`src/rtl/writeback_stage.sv`:
```
`default_nettype none
// ============================================================================
// Module      : writeback_stage
// Description : Write-back end of the scalar/vector pipeline. Commits ALU
//               results directly and assembles single- or multi-beat load
//               data from a 32-bit memory port before driving the
//               register-file write interface.
// Revision    : 1.0 - initial release
// ============================================================================
module writeback_stage #(
  parameter int LANES  = 8,
  parameter int LANE_W = 32,
  parameter int REG_AW = 5
) (
  input  logic                    clk,
  input  logic                    rst,
  input  logic                    in_valid,
  output logic                    in_ready,
  input  logic                    RegWrite,
  input  logic                    WriteRegisterVec,
  input  logic                    SelWriteData,
  input  logic [REG_AW-1:0]       rd,
  input  logic [LANES*LANE_W-1:0] alu_result,
  input  logic                    mem_rvalid,
  input  logic [LANE_W-1:0]       mem_rdata,
  output logic                    WRITEREGISTER_WB,
  output logic                    WRITEREGISTERVEC_WB,
  output logic [REG_AW-1:0]       RD_WB,
  output logic [LANES*LANE_W-1:0] INPUTDATA,
  output logic                    busy,
  output logic                    err
);

  localparam int DW    = LANES * LANE_W;
  localparam int CNT_W = $clog2(LANES) + 1;

  typedef enum logic [1:0] {
    S_IDLE   = 2'd0,
    S_GATHER = 2'd1,
    S_COMMIT = 2'd2
  } state_e;

  state_e             state_q, state_d;
  logic [CNT_W-1:0]   cnt_q, cnt_d;       // next lane to fill during a gather
  logic               kind_q, kind_d;     // 1 = vector destination
  logic [REG_AW-1:0]  rd_q, rd_d;         // destination held across a gather
  logic [DW-1:0]      gbuf_q, gbuf_d;     // partially assembled load data
  logic [REG_AW-1:0]  rdo_q, rdo_d;       // RD_WB, holds outside COMMIT
  logic [DW-1:0]      dout_q, dout_d;     // INPUTDATA, holds outside COMMIT
  logic               err_q, err_d;

  logic w_accept;
  logic w_is_vec;
  logic w_is_sc;
  logic w_last_beat;

  assign in_ready = (state_q != S_GATHER);
  assign w_accept = in_valid & in_ready;
  // Both flags set is treated as a vector write; scalar writes to r0 are dropped.
  assign w_is_vec = WriteRegisterVec;
  assign w_is_sc  = RegWrite & ~WriteRegisterVec & (rd != '0);
  assign w_last_beat = kind_q ? (cnt_q == CNT_W'(LANES - 1)) : (cnt_q == '0);

  assign busy                = (state_q == S_GATHER);
  assign WRITEREGISTER_WB    = (state_q == S_COMMIT) & ~kind_q;
  assign WRITEREGISTERVEC_WB = (state_q == S_COMMIT) &  kind_q;
  assign RD_WB               = rdo_q;
  assign INPUTDATA           = dout_q;
  assign err                 = err_q;

  // Next-state, instruction capture and beat assembly.
  always_comb begin
    state_d = state_q;
    cnt_d   = cnt_q;
    kind_d  = kind_q;
    rd_d    = rd_q;
    gbuf_d  = gbuf_q;
    rdo_d   = rdo_q;
    dout_d  = dout_q;
    err_d   = err_q;

    case (state_q)
      S_IDLE, S_COMMIT: begin
        state_d = S_IDLE;
        if (w_accept) begin
          if (RegWrite & WriteRegisterVec) begin
            err_d = 1'b1;
          end
          if (w_is_vec | w_is_sc) begin
            kind_d = w_is_vec;
            if (!SelWriteData) begin
              rdo_d   = rd;
              dout_d  = w_is_vec ? alu_result
                                 : {{(DW-LANE_W){1'b0}}, alu_result[LANE_W-1:0]};
              state_d = S_COMMIT;
            end else begin
              rd_d    = rd;
              cnt_d   = '0;
              gbuf_d  = '0;
              state_d = S_GATHER;
            end
          end
        end
      end

      S_GATHER: begin
        if (mem_rvalid) begin
          for (int i = 0; i < LANES; i++) begin
            if (cnt_q == CNT_W'(i)) begin
              gbuf_d[i*LANE_W +: LANE_W] = mem_rdata;
            end
          end
          cnt_d = cnt_q + CNT_W'(1);
          if (w_last_beat) begin
            rdo_d   = rd_q;
            dout_d  = kind_q ? gbuf_d : {{(DW-LANE_W){1'b0}}, gbuf_d[LANE_W-1:0]};
            state_d = S_COMMIT;
          end
        end
      end

      default: begin
        state_d = S_IDLE;
      end
    endcase
  end

  // State and datapath registers; reset clears everything including a partial gather.
  always_ff @(posedge clk) begin
    if (rst) begin
      state_q <= S_IDLE;
      cnt_q   <= '0;
      kind_q  <= 1'b0;
      rd_q    <= '0;
      gbuf_q  <= '0;
      rdo_q   <= '0;
      dout_q  <= '0;
      err_q   <= 1'b0;
    end else begin
      state_q <= state_d;
      cnt_q   <= cnt_d;
      kind_q  <= kind_d;
      rd_q    <= rd_d;
      gbuf_q  <= gbuf_d;
      rdo_q   <= rdo_d;
      dout_q  <= dout_d;
      err_q   <= err_d;
    end
  end

endmodule
`default_nettype wire
```
`config.mk`:
```
export PLATFORM = sky130hd
export DESIGN_NAME = writeback_stage
export DESIGN_NICKNAME = d
export VERILOG_FILES = /design/src/rtl/writeback_stage.sv
export SDC_FILE = /design/constraint.sdc
export NUM_CORES = 1
export LEC_CHECK = 0
export ABC_AREA = 0
export ABC_CLOCK_PERIOD_IN_PS = 4470
export CORE_MARGIN = 4
export CORE_UTILIZATION = 27
export CTS_CLUSTER_DIAMETER = 40
export CTS_CLUSTER_SIZE = 28
export DETAILED_ROUTE_END_ITERATION = 12
export GPL_ROUTABILITY_DRIVEN = 0
export PLACE_DENSITY = 0.52
export SLEW_MARGIN = 20
export SYNTH_ARGS = -nofsm -noshare
export SYNTH_HDL_FRONTEND = slang
export SYNTH_SLANG_ARGS = --single-unit
```
`constraint.sdc`:
```
create_clock -name clk -period 4.47 [get_ports clk]
set_input_delay 0.6705 -clock clk [delete_from_list [all_inputs] [get_ports clk]]
set_output_delay 0.6705 -clock clk [all_outputs]
set_load 0.005 [all_outputs]
```
Word level (Yosys, flattened, before mapping)
Index checks and enable logic that the tools add are counted.
{"block": "word_totals", "latch_bits": 0, "ram_bits": 0, "elab_cells": 84, "inputBits": 300, "ff_bits": 530, "romBits": 0, "n_memories": 0, "output_inout_bits": 266}
{"block": "classes", "mul": 0, "muxes": 39, "shift": 0, "n_reduce_logical": 11, "eq_ne": 16, "div": 0, "magnitude_cmp": 0, "bitwise": 9, "n_addsub": 1}
{"cell": "two-way mux 256 bit", "count": 11}
{"cell": "one-hot mux 256 bit (2 select lines)", "count": 2}
{"cell": "two-way mux 32 bit", "count": 8}
{"cell": "two-way mux 5 bit", "count": 5}
{"cell": "equality test 4 x 3 -> 1 bit, second input constant", "count": 4}
{"cell": "two-way mux 4 bit", "count": 4}
{"cell": "two-way mux 2 bit", "count": 5}
{"cell": "!= test 2 bit, second input constant", "count": 5}
{"cell": "one-hot mux 5 bit (2 select lines)", "count": 1}
{"cell": "equality test 4 x 2 -> 1 bit, second input constant", "count": 2}
{"cell": "one-hot mux 4 bit (2 select lines)", "count": 1}
{"cell": "bitwise AND 1 bit", "count": 6}
{"cell": "AND reduction 3 bit", "count": 2}
{"cell": "AND reduction 6 bit", "count": 1}
{"cell": "AND reduction 5 bit", "count": 1}
{"cell": "nonzero test 5 bit", "count": 1}
{"cell": "adder 4 x 1 -> 4 bit, second input constant", "count": 1}
{"cell": "equality test 4 x 1 -> 1 bit, second input constant", "count": 1}
{"cell": "logical NOT 4 bit", "count": 1}
{"cell": "!= test 2 x 1 -> 1 bit, second input constant", "count": 2}
{"cell": "one-hot mux 2 bit (2 select lines)", "count": 1}
{"cell": "AND reduction 4 bit", "count": 1}
{"cell": "equality test 2 x 1 -> 1 bit, second input constant", "count": 1}
{"cell": "equality test 2 bit, second input constant", "count": 1}
{"cell": "7 further kinds", "count": 8}

Logic depth before layout (Yosys ltp)
Gate-level depths: netlist of run 1.
{"block": "depth", "ltp_word": 7, "depth_mapped": 10, "mapped_depth_nobuf": 6}

Least setup slack after synthesis of run 1
Ideal clock, no wire load.
{"block": "synth_path", "path_kind": "input-to-reg", "startpoint": "in WriteRegisterVec", "endpoint": "reg dout_q[212] (netlist: INPUTDATA[212])", "arrival_time_ns": 2.191, "required_ns": 4.349, "path_slack_ns": 2.159, "n_path_buf": 3, "cell_stages": 7, "cell_sequence": "or4_4 o32ai_4 a21o_1 buf_6 buf_6 buf_6 mux2_2"}
{"block": "synth_between", "elab_chain_cells": 6, "word_cells_on_any_way": 11, "cone_classes": "1 x eq/ne; 5 x mux; 4 x bitwise; 1 x reduce/logical"}
{"element": "start, declared", "line_no": "20", "source": "input logic WriteRegisterVec,"}
{"element": "inverter 1 bit", "line_no": "61", "source": "assign w_is_sc = RegWrite & ~WriteRegisterVec & (rd != '0);"}
{"element": "bitwise AND 1 bit (2 in a row)", "line_no": "61"}
{"element": "OR 1 bit", "line_no": "89", "source": "if (w_is_vec | w_is_sc) begin"}
{"element": "!= test 2 bit (no source line)"}
{"element": "AND reduction 6 bit (no source line)"}
{"element": "end signal, assigned", "line_no": "146", "source": "dout_q <= dout_d;"}
{"element": "end, declared", "line_no": "49", "source": "logic [DW-1:0] dout_q, dout_d;"}
Several ways; a longest one is shown, not always the timed one. The select of a mux whose other input is x is not followed.
A chain may end at the register's enable or synchronous reset.

Final worst setup path of run 1
{"block": "layout_path", "startpoint": "reg state_q[0]", "endpoint": "out in_ready"}
{"block": "layout_between", "elab_chain_cells": 1}
{"element": "start, declared", "line_no": "43", "source": "state_e state_q, state_d;"}
{"element": "start signal, assigned", "line_no": "140", "source": "state_q <= state_d;"}
{"element": "!= test 2 x 1 -> 1 bit", "line_no": "57", "source": "assign in_ready = (state_q != S_GATHER);"}
{"element": "end, declared", "line_no": "18", "source": "output logic in_ready,"}
No other way between the ends.

==> flow_metrics.py, run 1 <==
metrics = {
    "floorplanning": {
        "initial_core_util_pct": 27.2,
        "core-area_um2": 96900,
        "fp.dieH_um": 321,
        "die_area_um2": 103000,
        "ios": 566,
        "rows": 114,
        "chipWidth_um": 321,
    },
    "global_routing": {
        "grt-ovfl-total": 0,
        "grt_pass1_vias": 25000,
        "grt_max_degree": 196,
        "antenna_found_initial": 18,
        "grt_pass1_wl_um": 192000,
        "track_usage_pct": 25.8,
    },
    "cells_and_area": {
        "final_cell_area_um2": 36700,
        "syn_to_final_growth_pct": 39.1,
        "nets": 3541,
        "drive_gt1_share_pct": 14.6,
        "fill_cells": 9707,
        "layout.cells.non_filler": 4613,
        "final-seq-area_um2": 10600,
        "multiInputGateArea_um2": 14100,
    },
    "synthesis": {
        "syn_area_um2": 26400,
        "syn_nets": 3182,
        "synth-edff-count": 0,
        "synth_top_area_share_pct": 40.2,
        "yosys_warnings": 0,
        "ys_seq_area_share_pct": 40.2,
        "async_reset_ff_share_pct": 0,
        "synth_flop_cell": "dfxtp_1",
        "synth.avg_cell_area_um2": 9.17,
        "syn_inst": 2878,
        "synth-seq-cells": 530,
        "ys_types": 41,
        "synth_largest_area_cell": "dfxtp_1",
        "synthTopCellsByArea": "dfxtp_1 (40%), nand4_1 (11%), a22o_1 (8.5%), nor2b_1 (6.2%), a31oi_1 (5.4%)",
    },
    "sta": {
        "fin_crit_sh_pct": 77.2,
        "fin_crit_ns": 3.45,
        "final.setup_skew_ns": 0.0243,
        "timing.final.hold_violations": 0,
        "drv_slew": 0,
        "finalSetupViolCount": 0,
        "fmaxAchievable_mhz": 290,
        "fin_tns_setup_ns": 0,
        "slew_headroom_pct": 19.0,
        "rsz0062_at_grt": "false",
        "tightest_slew_ns": 1.21,
    },
    "power_and_ir_drop": {
        "clkPwrFrac_pct": 55.4,
        "internal_power_mw": 11.1,
        "power_density_nw_per_um2": 414,
        "p_sw_mw": 4.06,
        "ir_drop_v": 0.000295,
        "switching_share_pct": 26.7,
        "pwr-share-seq_pct": 32.2,
        "combPwrFrac_pct": 12.4,
        "p_leak_nw": 13.5,
    },
    "cts": {
        "clock_sinks": 530,
        "htree_levels": 3,
        "post_cts_hold_buffer_count": 0,
        "clockRootBuffer": "clkbuf_16",
        "cts_buffer_depth": 3,
        "cts_resized": 0,
        "tritoncts": "yes",
        "insertion_delay_ns": 0.68,
        "post-cts-setup-buffers": 0,
        "cts_buffers": 107,
        "clk_pin_slew_ns": 0.05,
    },
    "place": {
        "io_buffers": 565,
        "dp_cells": 4404,
        "placed_cell_area_um2": 32900,
        "hpwl_um": 88900,
    },
    "detailed_routing": {
        "drt_drc_violations_left": 0,
        "totalWireLength_um": 140000,
        "wl_per_cell_um": 30.4,
        "first_iter_violations": 3179,
        "first_pass_iters": 8,
        "detail-route-antenna-nets": 0,
        "avgViaCountPerCell": 5.68,
        "vias": 26200,
    },
    "critical_path": {
        "crit_required_ns": 3.80,
        "cp_max_fo": 54,
        "worstSetupPathType": "reg -> out",
        "critPathLaunchType": "register",
        "arrival_ns": 2.78,
        "cp-end-kind": "primary output",
    },
    "min_path": {
        "hp-class": "reg -> reg",
    },
    "run": {
        "max_cap_violations": 0,
    },
    "run_status": {
        "status": "finished, final reports clean",
    },
}
synth_stat cells (3+ instances only):
library cell and instances:
clkbuf_1 310, and3b_1 5, mux2i_1 69, or3b_2 3
a22o_1 256, nor3b_1 6, dfxtp_1 530, buf_6 18
a31oi_1 228, nand3b_1 6, nand2_1 19, nor3_1 3
mux2_1 107, nand2b_1 46, buf_2 19, inv_1 4
a21oi_1 10, mux2_2 122, nor2_1 41, nand4_1 449
a31oi_4 8, buf_4 27, a211o_1 32, nor2b_1 263
ha_1 4, o21ai_0 5, nand3_1 226, buf_1 49
critical path, cell delays in order (launching register included):
cell             delay, ns
dfxtp_1               0.45
nand2b_4              0.17
buf_4                 0.58
buf_4                 0.33
clkdlybuf4s50_1       0.53
registers in the layout (all words and copies together), names as in the netlist:
register,count
state_q,2
RD_WB,5
gbuf_q,256
INPUTDATA,256
cnt_q,4
rd_q,5
err,1
kind_q,1
power groups by stage:
stage,logic [mW],clock network (mW),registers (mW)
6_report,1.88,8.42,4.90
5_1_grt,1.95,8.71,4.91
4_1_cts,1.87,8.50,4.90
3_5_place_dp,1.87,0,4.99
3_3_place_gp,1.87,0,4.99
2_1_floorplan,0.852,0,4.98
routing by layer:
metal | vias up | GRT usage, % | part of all wire [%]
li1 | 11700 | - | -
met1 | 13000 | 35.2 | 43
met2 | 1285 | 39.4 | 44
met3 | 233 | 6.68 | 9.6
met4 | 4 | 9.42 | 3.7
met5 | - | 0 | 0.016
cell usage in the layout, fill, tap and decap left out, types with 107 or more instances in the layout:
master / count
a31oi_1: 228
nor2b_1: 230
clkbuf_16: 108
nand4_1: 449
dfxtp_1: 529
a22o_1: 256
mux2_1: 107
clkdlybuf4s50_1: 561
nand3_1: 226
mux2_2: 122
layout make-up:
cell class                      instances  share of cell area [%]
Clock buffer                          138                    8.13
Sequential cell                       530                    28.9
Antenna cell                            9                  0.0613
Tap cell                             1276                    4.35
Inverter                                5                  0.0716
Timing Repair Buffer                  674                    18.1
Clock inverter                         62                    2.14
Multi-Input combinational cell       1919                    38.3
metrics by stage:
step                util (%)  setup WS (ns)  hold slack (ns)  total power [mW]
CTS                     37.9           1.02            0.472              15.3
floorplan                  -           2.16            0.442              5.84
global placement        34.0          0.760            0.453              6.86
detailed placement      34.0           1.06            0.454              6.86
finish                  37.9           1.02            0.470              15.2
global route            37.9          0.934            0.481              15.6
cell families after synthesis:
group	after synthesis	share of synthesized area, %
compound gates	545	16.2
fa+ha+maj	4	0.190
buf+inv	429	7.15
flops	530	40.2
mux	298	12.4
simple gates	1072	23.9
final timing paths:
kind	slack, ns	startpoint	cells past startpoint	endpoint
worst max-delay path	1.02	state_q[0]	4	in_ready
worst min-delay path	0.47	rd_q[2]	2	rd_q[2]
worst max register to register	1.44	cnt_q[2]	4	gbuf_q[88]
worst min register to register	0.47	rd_q[2]	2	rd_q[2]
Note: power is estimated with default switching activity, not from simulation.
==> run 2: changes to the inputs <==
--- a/config.mk
+++ b/config.mk
@@ -6,7 +6,7 @@
 export NUM_CORES = 1
 export LEC_CHECK = 0
 export ABC_AREA = 0
-export ABC_CLOCK_PERIOD_IN_PS = 4470
+export ABC_CLOCK_PERIOD_IN_PS = 3200
 export CORE_MARGIN = 4
 export CORE_UTILIZATION = 27
 export CTS_CLUSTER_DIAMETER = 40
==> constraint.sdc (replaced) <==
create_clock -name clk -period 3.2 [get_ports clk]
set_input_delay 0.48 -clock clk [delete_from_list [all_inputs] [get_ports clk]]
set_output_delay 0.48 -clock clk [all_outputs]
set_load 0.005 [all_outputs]
==> run 2 against run 1 <==
Combinational power grew 46%. Routed wire length is essentially flat. Final cell count grew 1.3%. Critical endpoint is now gbuf_q[99]. Largest cell class unchanged. Highest routed layer unchanged.
==> flow_metrics.py, run 2 (synthesized netlist as in run 1, its figures left out) <==
metrics = {
    "cts": {
        "clk_pin_slew_ns": 0.06,
        "cts_resized": 0,
        "cts_buffers": 100,
        "insertion_delay_ns": 0.67,
        "clock_sinks": 530,
        "tritoncts": "yes",
        "cts_buffer_depth": 3,
        "post_cts_hold_buffer_count": 0,
        "clockRootBuffer": "clkbuf_16",
        "htree_levels": 3,
        "post-cts-setup-buffers": 0,
    },
    "global_routing": {
        "grt_max_degree": 168,
        "grt_pass1_wl_um": 193000,
        "grt-ovfl-total": 0,
        "antenna_found_initial": 19,
        "grt_pass1_vias": 25300,
        "track_usage_pct": 25.9,
    },
    "place": {
        "hpwl_um": 93400,
        "dp_slack_ns": 0.279,
        "io_buffers": 565,
    },
    "critical_path": {
        "crit_required_ns": 3.78,
        "reg2reg_depth": 5,
        "cp-end-kind": "register",
        "r2r_setup_slack_ns": 0.52,
        "critPathLaunchType": "register",
        "worstSetupPathType": "reg -> reg",
        "cp_max_fo": 34,
        "reg2reg_from": "cnt_q[3]",
        "arrival_ns": 3.26,
        "r2r-end": "gbuf_q[99]",
    },
    "sta": {
        "fin_crit_ns": 2.68,
        "timing.final.hold_violations": 0,
        "fin_tns_setup_ns": 0,
        "fin_crit_sh_pct": 83.6,
        "finalSetupViolCount": 0,
        "drv_slew": 0,
        "tightest_slew_ns": 1.24,
        "slew_headroom_pct": 17.2,
        "fmaxAchievable_mhz": 374,
        "final.setup_skew_ns": 0.0366,
        "rsz0062_at_grt": "false",
        "fin_ws_ns": 0.524,
    },
    "floorplanning": {
        "ios": 566,
        "rows": 114,
        "initial_core_util_pct": 27.2,
        "fp.dieH_um": 321,
        "die_area_um2": 103000,
        "chipWidth_um": 321,
        "core-area_um2": 96900,
    },
    "detailed_routing": {
        "detail-route-antenna-nets": 0,
        "first_iter_violations": 2748,
        "totalWireLength_um": 140000,
        "avgViaCountPerCell": 5.64,
        "wl_per_cell_um": 30.0,
        "drt_drc_violations_left": 0,
        "vias": 26400,
        "first_pass_iters": 5,
    },
    "cells_and_area": {
        "final_common_cell": "clkdlybuf4s50_1",
        "mostFrequentLayoutCells": "clkdlybuf4s50_1 (562), dfxtp_1 (529), nand4_1 (449)",
        "nets": 3611,
        "drive_gt1_share_pct": 16.2,
        "syn_to_final_growth_pct": 41.4,
        "utilization_pct": 38.5,
    },
    "min_path": {
        "worstHoldStart": "rst",
        "hp-class": "in -> reg",
        "hold_end": "cnt_q[3]",
        "hold_path_depth": 2,
    },
    "power_and_ir_drop": {
        "ir_drop_v": 0.000426,
        "power_density_nw_per_um2": 556,
        "p_leak_nw": 13.9,
    },
    "run": {
        "max_cap_violations": 0,
    },
    "run_status": {
        "status": "finished, final reports clean",
    },
}
==> run 2: cell types whose count changed in the layout (fill, tap and decap cells not counted), moves of 4 or more <==
cell / delta
buf_4: +56
clkbuf_16: -5
inv_6: -4
clkinv_4: +4
buf_12: +21
clkbuf_8: -6
==> run 2: how the worst max path moves through the flow <==
stage                      from  slack, ns              to
2_1_floorplan  WriteRegisterVec       1.08  INPUTDATA[212]
3_3_place_gp              rd[2]       0.31   INPUTDATA[18]
3_5_place_dp              rd[2]       0.28    INPUTDATA[4]
4_1_cts              state_q[0]       0.47            busy
5_1_grt                cnt_q[3]       0.39     gbuf_q[110]
6_report               cnt_q[3]       0.52      gbuf_q[99]
==> run 2: through the flow <==
stage	total power, mW	hold slack (ns)	std cells	instance area [µm²]
6_report	20.8	0.389	4675	37300
5_1_grt	21.3	0.399	4671	37300
4_1_cts	20.9	0.350	4668	37300
3_5_place_dp	9.72	0.455	4481	33800
3_3_place_gp	9.71	0.455	4481	33700
2_1_floorplan	8.15	0.442	2878	26400
==> run 2: layout make-up <==
type                       count  area, µm²
antenna                        7       17.5
clock buffer                 124       2770
clock inverter                63        778
fill                        9602      59500
inverter                       5       26.3
multi-input combinational   1919      14000
sequential                   530      10600
tap                         1276       1600
timing repair buffer         751       7480
==> run 2: worst max-delay path: stages, from the launching register on <==
cell,delay (ns)
dfxtp_1,0.80
or3b_2,0.79
nand2_1,0.20
a31oi_4,0.21
buf_4,0.37
a22o_1,0.20
==> run 2: routing by layer <==
metal / wire length (µm) / part of all wire (%) / global-route usage, % / vias up
met3: 12300 / 8.8 / 5.84 / 215
met4: 5100 / 3.6 / 9.51 / 6
li1: - / - / - / 11800
met2: 62300 / 45 / 39.8 / 1329
met5: 34 / 0.024 / 0 / -
met1: 60300 / 43 / 35.5 / 13000
==> run 2: report_power, final <==
group | switching (mW) | internal (mW) | leakage (nW)
registers | 0.0945 | 6.76 | 4.29
clock network | 3.89 | 7.28 | 1.73
logic | 1.61 | 1.14 | 7.87
total | 5.59 | 15.2 | 13.9
